--- src/rtl/mac_feeder.sv ---
// Purpose : sequences one accumulation pass (25 / 150 / fc_len products) for a 6-lane MAC array:
//           issues activation/weight reads and forwards the returned operands to the lanes.
// Latency : start sampled at edge 0 -> reads cycles 1..N, mac_en cycles 2..N+1, result_valid N+2.
// Backpr. : stall freezes FETCH (no read, k and addresses hold); each stalled cycle delays the rest by one.
//
// Ports:
//   clk, reset          clock, asynchronous active-high reset
//   start, MAC_layer    pass request and layer select (00 conv1, 01 conv2, 10 FC, 11 invalid)
//   fc_len, act_base    FC product count, activation window base address
//   stall               memory arbiter pause request
//   act_addr, wt_addr   read addresses, rd_en read strobe (data returns next cycle)
//   act_data, wt_data   returned activation / six lane weights
//   mac_a, mac_b        operands to the lanes, mac_en accumulate, mac_clr load-instead-of-add
//   layer_out           layer latched at accepted start, for the bias/ReLU stage
//   result_valid        one-cycle pulse when sums are final
//   busy, err           pass in progress, one-cycle pulse on rejected start
module mac_feeder (
    input  logic        clk,
    input  logic        reset,
    input  logic        start,
    input  logic [1:0]  MAC_layer,
    input  logic [9:0]  fc_len,
    input  logic [9:0]  act_base,
    input  logic        stall,
    output logic [9:0]  act_addr,
    output logic [9:0]  wt_addr,
    output logic        rd_en,
    input  logic [15:0] act_data,
    input  logic [95:0] wt_data,
    output logic [15:0] mac_a,
    output logic [95:0] mac_b,
    output logic        mac_clr,
    output logic        mac_en,
    output logic [1:0]  layer_out,
    output logic        result_valid,
    output logic        busy,
    output logic        err
);

    typedef enum logic [1:0] {
        S_IDLE  = 2'd0,
        S_FETCH = 2'd1,
        S_DRAIN = 2'd2,
        S_DONE  = 2'd3
    } state_t;

    state_t      r_state;
    state_t      w_state_nxt;

    logic [9:0]  r_k;
    logic [9:0]  r_n;
    logic [9:0]  r_base;
    logic [1:0]  r_layer;
    logic        r_mac_en;
    logic        r_mac_clr;
    logic        r_err;

    logic        w_rd_en;
    logic        w_start_ok;
    logic        w_accept;
    logic        w_last;
    logic [9:0]  w_n_sel;

    // A start is only legal for the two conv layers or for a non-empty FC pass.
    always_comb begin
        w_start_ok = 1'b0;
        w_n_sel    = 10'd0;
        case (MAC_layer)
            2'b00: begin w_start_ok = 1'b1;             w_n_sel = 10'd25;  end
            2'b01: begin w_start_ok = 1'b1;             w_n_sel = 10'd150; end
            2'b10: begin w_start_ok = (fc_len != 10'd0); w_n_sel = fc_len;  end
            default: begin w_start_ok = 1'b0;           w_n_sel = 10'd0;   end
        endcase
    end

    assign w_accept = (r_state == S_IDLE) && start && w_start_ok;
    assign w_last   = (r_k == (r_n - 10'd1));

    always_ff @(posedge clk or posedge reset) begin
        if (reset) begin
            r_state <= S_IDLE;
        end else begin
            r_state <= w_state_nxt;
        end
    end

    always_comb begin
        w_state_nxt = r_state;
        w_rd_en     = 1'b0;
        case (r_state)
            S_IDLE: begin
                if (w_accept) begin
                    w_state_nxt = S_FETCH;
                end
            end
            S_FETCH: begin
                if (!stall) begin
                    w_rd_en = 1'b1;
                    if (w_last) begin
                        w_state_nxt = S_DRAIN;
                    end
                end
            end
            S_DRAIN: begin
                w_state_nxt = S_DONE;
            end
            S_DONE: begin
                w_state_nxt = S_IDLE;
            end
            default: begin
                w_state_nxt = S_IDLE;
            end
        endcase
    end

    always_ff @(posedge clk or posedge reset) begin
        if (reset) begin
            r_k       <= 10'd0;
            r_n       <= 10'd0;
            r_base    <= 10'd0;
            r_layer   <= 2'b00;
            r_mac_en  <= 1'b0;
            r_mac_clr <= 1'b0;
            r_err     <= 1'b0;
        end else begin
            // Operands arrive one cycle after the read, so the MAC strobes are the read strobe delayed.
            r_mac_en  <= w_rd_en;
            r_mac_clr <= w_rd_en && (r_k == 10'd0);
            r_err     <= (r_state == S_IDLE) && start && !w_start_ok;
            if (w_accept) begin
                r_n     <= w_n_sel;
                r_base  <= act_base;
                r_layer <= MAC_layer;
                r_k     <= 10'd0;
            end else if (w_rd_en) begin
                r_k     <= r_k + 10'd1;
            end
        end
    end

    // Addresses are held (not strobed) while stalled; outside FETCH they read as zero.
    assign act_addr     = (r_state == S_FETCH) ? (r_base + r_k) : 10'd0;
    assign wt_addr      = (r_state == S_FETCH) ? r_k : 10'd0;
    assign rd_en        = w_rd_en;
    assign mac_en       = r_mac_en;
    assign mac_clr      = r_mac_clr;
    assign mac_a        = r_mac_en ? act_data : 16'd0;
    assign mac_b        = r_mac_en ? wt_data : 96'd0;
    assign layer_out    = r_layer;
    assign result_valid = (r_state == S_DONE);
    assign busy         = (r_state != S_IDLE);
    assign err          = r_err;

endmodule

--- config.mk ---
export PLATFORM = sky130hd
export DESIGN_NAME = mac_feeder
export DESIGN_NICKNAME = d
export VERILOG_FILES = /design/src/rtl/mac_feeder.sv
export SDC_FILE = /design/constraint.sdc
export NUM_CORES = 1
export LEC_CHECK = 0
export CAP_MARGIN = 20
export CELL_PAD_IN_SITES_DETAIL_PLACEMENT = 0
export CELL_PAD_IN_SITES_GLOBAL_PLACEMENT = 2
export CORE_ASPECT_RATIO = 0.7
export CORE_MARGIN = 1
export CORE_UTILIZATION = 16
export CTS_BUF_LIST = sky130_fd_sc_hd__clkbuf_4 sky130_fd_sc_hd__clkbuf_8
export CTS_CLUSTER_DIAMETER = 30
export DETAILED_ROUTE_END_ITERATION = 12
export GPL_TIMING_DRIVEN = 0
export MAX_ROUTING_LAYER = met4
export PLACE_DENSITY = 0.81
export SLEW_MARGIN = 20
export SYNTH_ARGS = -nofsm -noshare
export SYNTH_HDL_FRONTEND = slang
export SYNTH_SLANG_ARGS = --single-unit
--- constraint.sdc ---
create_clock -name clk -period 3.95 [get_ports clk]
set_input_delay 0.9875 -clock clk [delete_from_list [all_inputs] [get_ports clk]]
set_output_delay 0.9875 -clock clk [all_outputs]
set_load 0.1 [all_outputs]
==> results_dict.tcl <==
set metrics [dict create \
    whs_path_depth 2 \
    cts_tree "done" \
    firstDrtPassIters 4 \
    hpwl_mm 12.5 \
    finalCoreUtilization 0.334 \
    cts_hold_buf 0 \
    layout.nets 863 \
    rr_endpoint "r_k[7]" \
    layout-drive-gt1-share 0.0579 \
    avgRoutedWirePerCell_um 15.2 \
    worstSkewPairLatency_ns 0.29 \
    grt_pass1_vias 3705 \
    h-tree-depth 2 \
    worstPathMaxFanout 6 \
    fp.dieArea_um2 21100 \
    numCtsBuffers 5 \
    numPortBuffers 277 \
    ant_nets 0 \
    diodes 0 \
    synth.avg_cell_area_um2 7.77 \
    pwr-share-seq 0.160 \
    grt_max_degree 33 \
    swShare 0.636 \
    criticalPathCategory "reg2out" \
    grt_usage 0.139 \
    cts_root_buffer "clkbuf_8" \
    hold-worst-slack_ns 0.486 \
    overflow 0 \
    setup_ws_ns 0.133 \
    setup_viol 0 \
    outcome "finished clean" \
    gp_congestion 0.801 \
    fin_crit_ns 3.82 \
    synth_area_um2 3280 \
    min_from "r_base[2]" \
    endpoint_kind "primary output" \
    ys_ff_latch 37 \
    drc_errors 0 \
    pwr-share-comb 0.772 \
    dieWidth_um 173 \
    synth.distinct_cells 46 \
    clockBufferDepth 2 \
    coreArea_um2 20000 \
    layout_commonest_cell "clkdlybuf4s50_1" \
    synth_edf_count 0 \
    yosysWarnings 0 \
    cp.arrival_ns 2.83 \
    report.final.slew_viol_count 0 \
    slew_headroom 0.295 \
    reg2reg_depth 9 \
    p_per_area_nw_per_um2 635 \
    drt_iter0_markers 96 \
    synthFlopType "dfrtp_1" \
    leakage_nw 3.90 \
    syn-num-nets 578 \
    async_flop_share 1.00 \
    hold_viol 0 \
    wl_mm 14.8 \
    area_growth_pct 104 \
    clkPwrFrac 0.068 \
    synthCells 422 \
    vias 3802 \
    ys_seq_area_frac 0.282 \
    startpoint_type "register" \
    hold_path_class "reg2reg" \
    tns_ns 0 \
    p_int_w 0.00154 \
    drv_cap 0 \
    rows 43 \
    peakVddDrop_v 0.000342 \
    antenna_found_initial 0 \
    worstPathRequired_ns 2.96 \
    tightest_slew_ns 1.06 \
    clk_pin_slew_worst_paths_ns 0.08 \
    layout_common_cells "182 x clkdlybuf4s50_1, 121 x and2_1, 65 x dlymetal6s2s_1" \
    initial_core_util 0.164 \
    grt_pass1_wl_mm 22.1 \
    rsz0062_at_grt "false" \
    cts_sinks 37 \
    regToRegSetupSlack_ns 1.46 \
    startpoint "r_k[0]" \
    preCtsSetupSlack_ns -0.991 \
    vias_per_cell 3.89 \
    worstReg2RegStart "r_state[1]" \
    io_pins 278 \
    die_h_um 122 \
    skew_ns 0.00473 \
    max_freq_ghz 0.262 \
    power_switching_w 0.00270 \
    hold_end "r_base[2]" \
    period_share 0.966 \
]
[worst max-delay path by stage]
stage | endpoint | slack [ns] | depth (start not counted)
4_1_cts | act_addr[2] | -0.0007 | 5
3_5_place_dp | act_addr[8] | -0.99 | 9
3_3_place_gp | act_addr[8] | -1.01 | 9
2_1_floorplan | act_addr[8] | -0.18 | 7
6_report | act_addr[4] | 0.13 | 7
5_1_grt | mac_b[15] | 0.0008 | 4
[cells by family after synthesis]
group           synth area share
simple gates               0.423
compound gates            0.0893
buf+inv                   0.0454
flops                      0.282
xor+xnor                  0.0721
fa+ha+maj                 0.0710
mux                       0.0168
[synthesized netlist by cell type, types with 2 or more instances]
cell      instances  area [um2]
buf_2             5        25.0
ha_1             17         213
xnor2_1          16         140
nor4_2            2        25.0
a31oi_1           3        18.8
nor3b_1           2        15.0
xor2_1           11        96.3
nor3_1            5        25.0
nor2_1           35         131
nor2b_1           5        31.3
nand4_1           4        25.0
inv_1            12        45.0
or2_2             2        12.5
clkbuf_1         21        78.8
nand3_1           5        25.0
a21oi_1          11        55.1
o21ai_0          11        55.1
mux2i_1           4        40.0
and2_1          121         757
or4_1             2        15.0
a211oi_1          4        30.0
nand2_1          54         203
dfrtp_1          37         926
a21o_1            3        22.5
nand2b_1          7        43.8
o21bai_1          3        22.5
[power groups by stage]
stage	registers (W)	logic, W	clock network (W)
after CTS	0.000676	0.00330	0.000296
after global routing	0.000702	0.00346	0.000311
after detailed placement	0.000683	0.00331	0
final	0.000676	0.00327	0.000287
after global placement	0.000686	0.00331	0
after floorplan	0.000741	0.00241	0
[flip-flops by register name, indices dropped and copies added, names as in the netlist]
| name | flops |
|---|---|
| mac_clr | 1 |
| err | 1 |
| layer_out | 2 |
| r_base | 10 |
| mac_en | 1 |
| r_state | 2 |
| r_n | 10 |
| r_k | 10 |
[metrics by stage]
step	cell area, um2	power [W]	cells
final	6670	0.00423	978
after global routing	6670	0.00447	978
after CTS	6490	0.00427	978
after detailed placement	6430	0.00400	970
after global placement	6410	0.00400	969
after floorplan	3300	0.00315	422
[critical path, stage by stage, from the launching register on]
cell and delay (ns):
dfrtp_2 0.46, ha_1 0.25, fa_1 0.41, a21o_1 0.19
a21oi_2 0.20, xnor2_1 0.08, nor2_1 0.09, dlygate4sd2_1 0.86
[layout make-up]
cell class / instances / area, um2
Buffer: 26 / 104
Clock buffer: 8 / 91.3
Fill cell: 2116 / 13300
Inverter: 12 / 45.0
Multi-Input combinational cell: 347 / 2250
Sequential cell: 37 / 927
Tap cell: 270 / 338
Timing Repair Buffer: 278 / 2920
[routing by layer]
layer	vias up	part of all wire	GRT usage
li1	1929	-	-
met1	1732	0.47	0.180
met2	134	0.48	0.235
met3	7	0.042	0.0209
met4	0	0.0051	0.0177
met5	-	0	-
[timing repair]
action / 4_1_cts / 5_1_grt
gates cloned: 0 / 0
hold endpoints to repair: 0 / 0
pin swaps: 1 / 0
setup buffers: 0 / 0
endpoints found under the setup margin: 30 / 69
resized for setup: 55 / 74
Power figures use the tool's default switching activity.
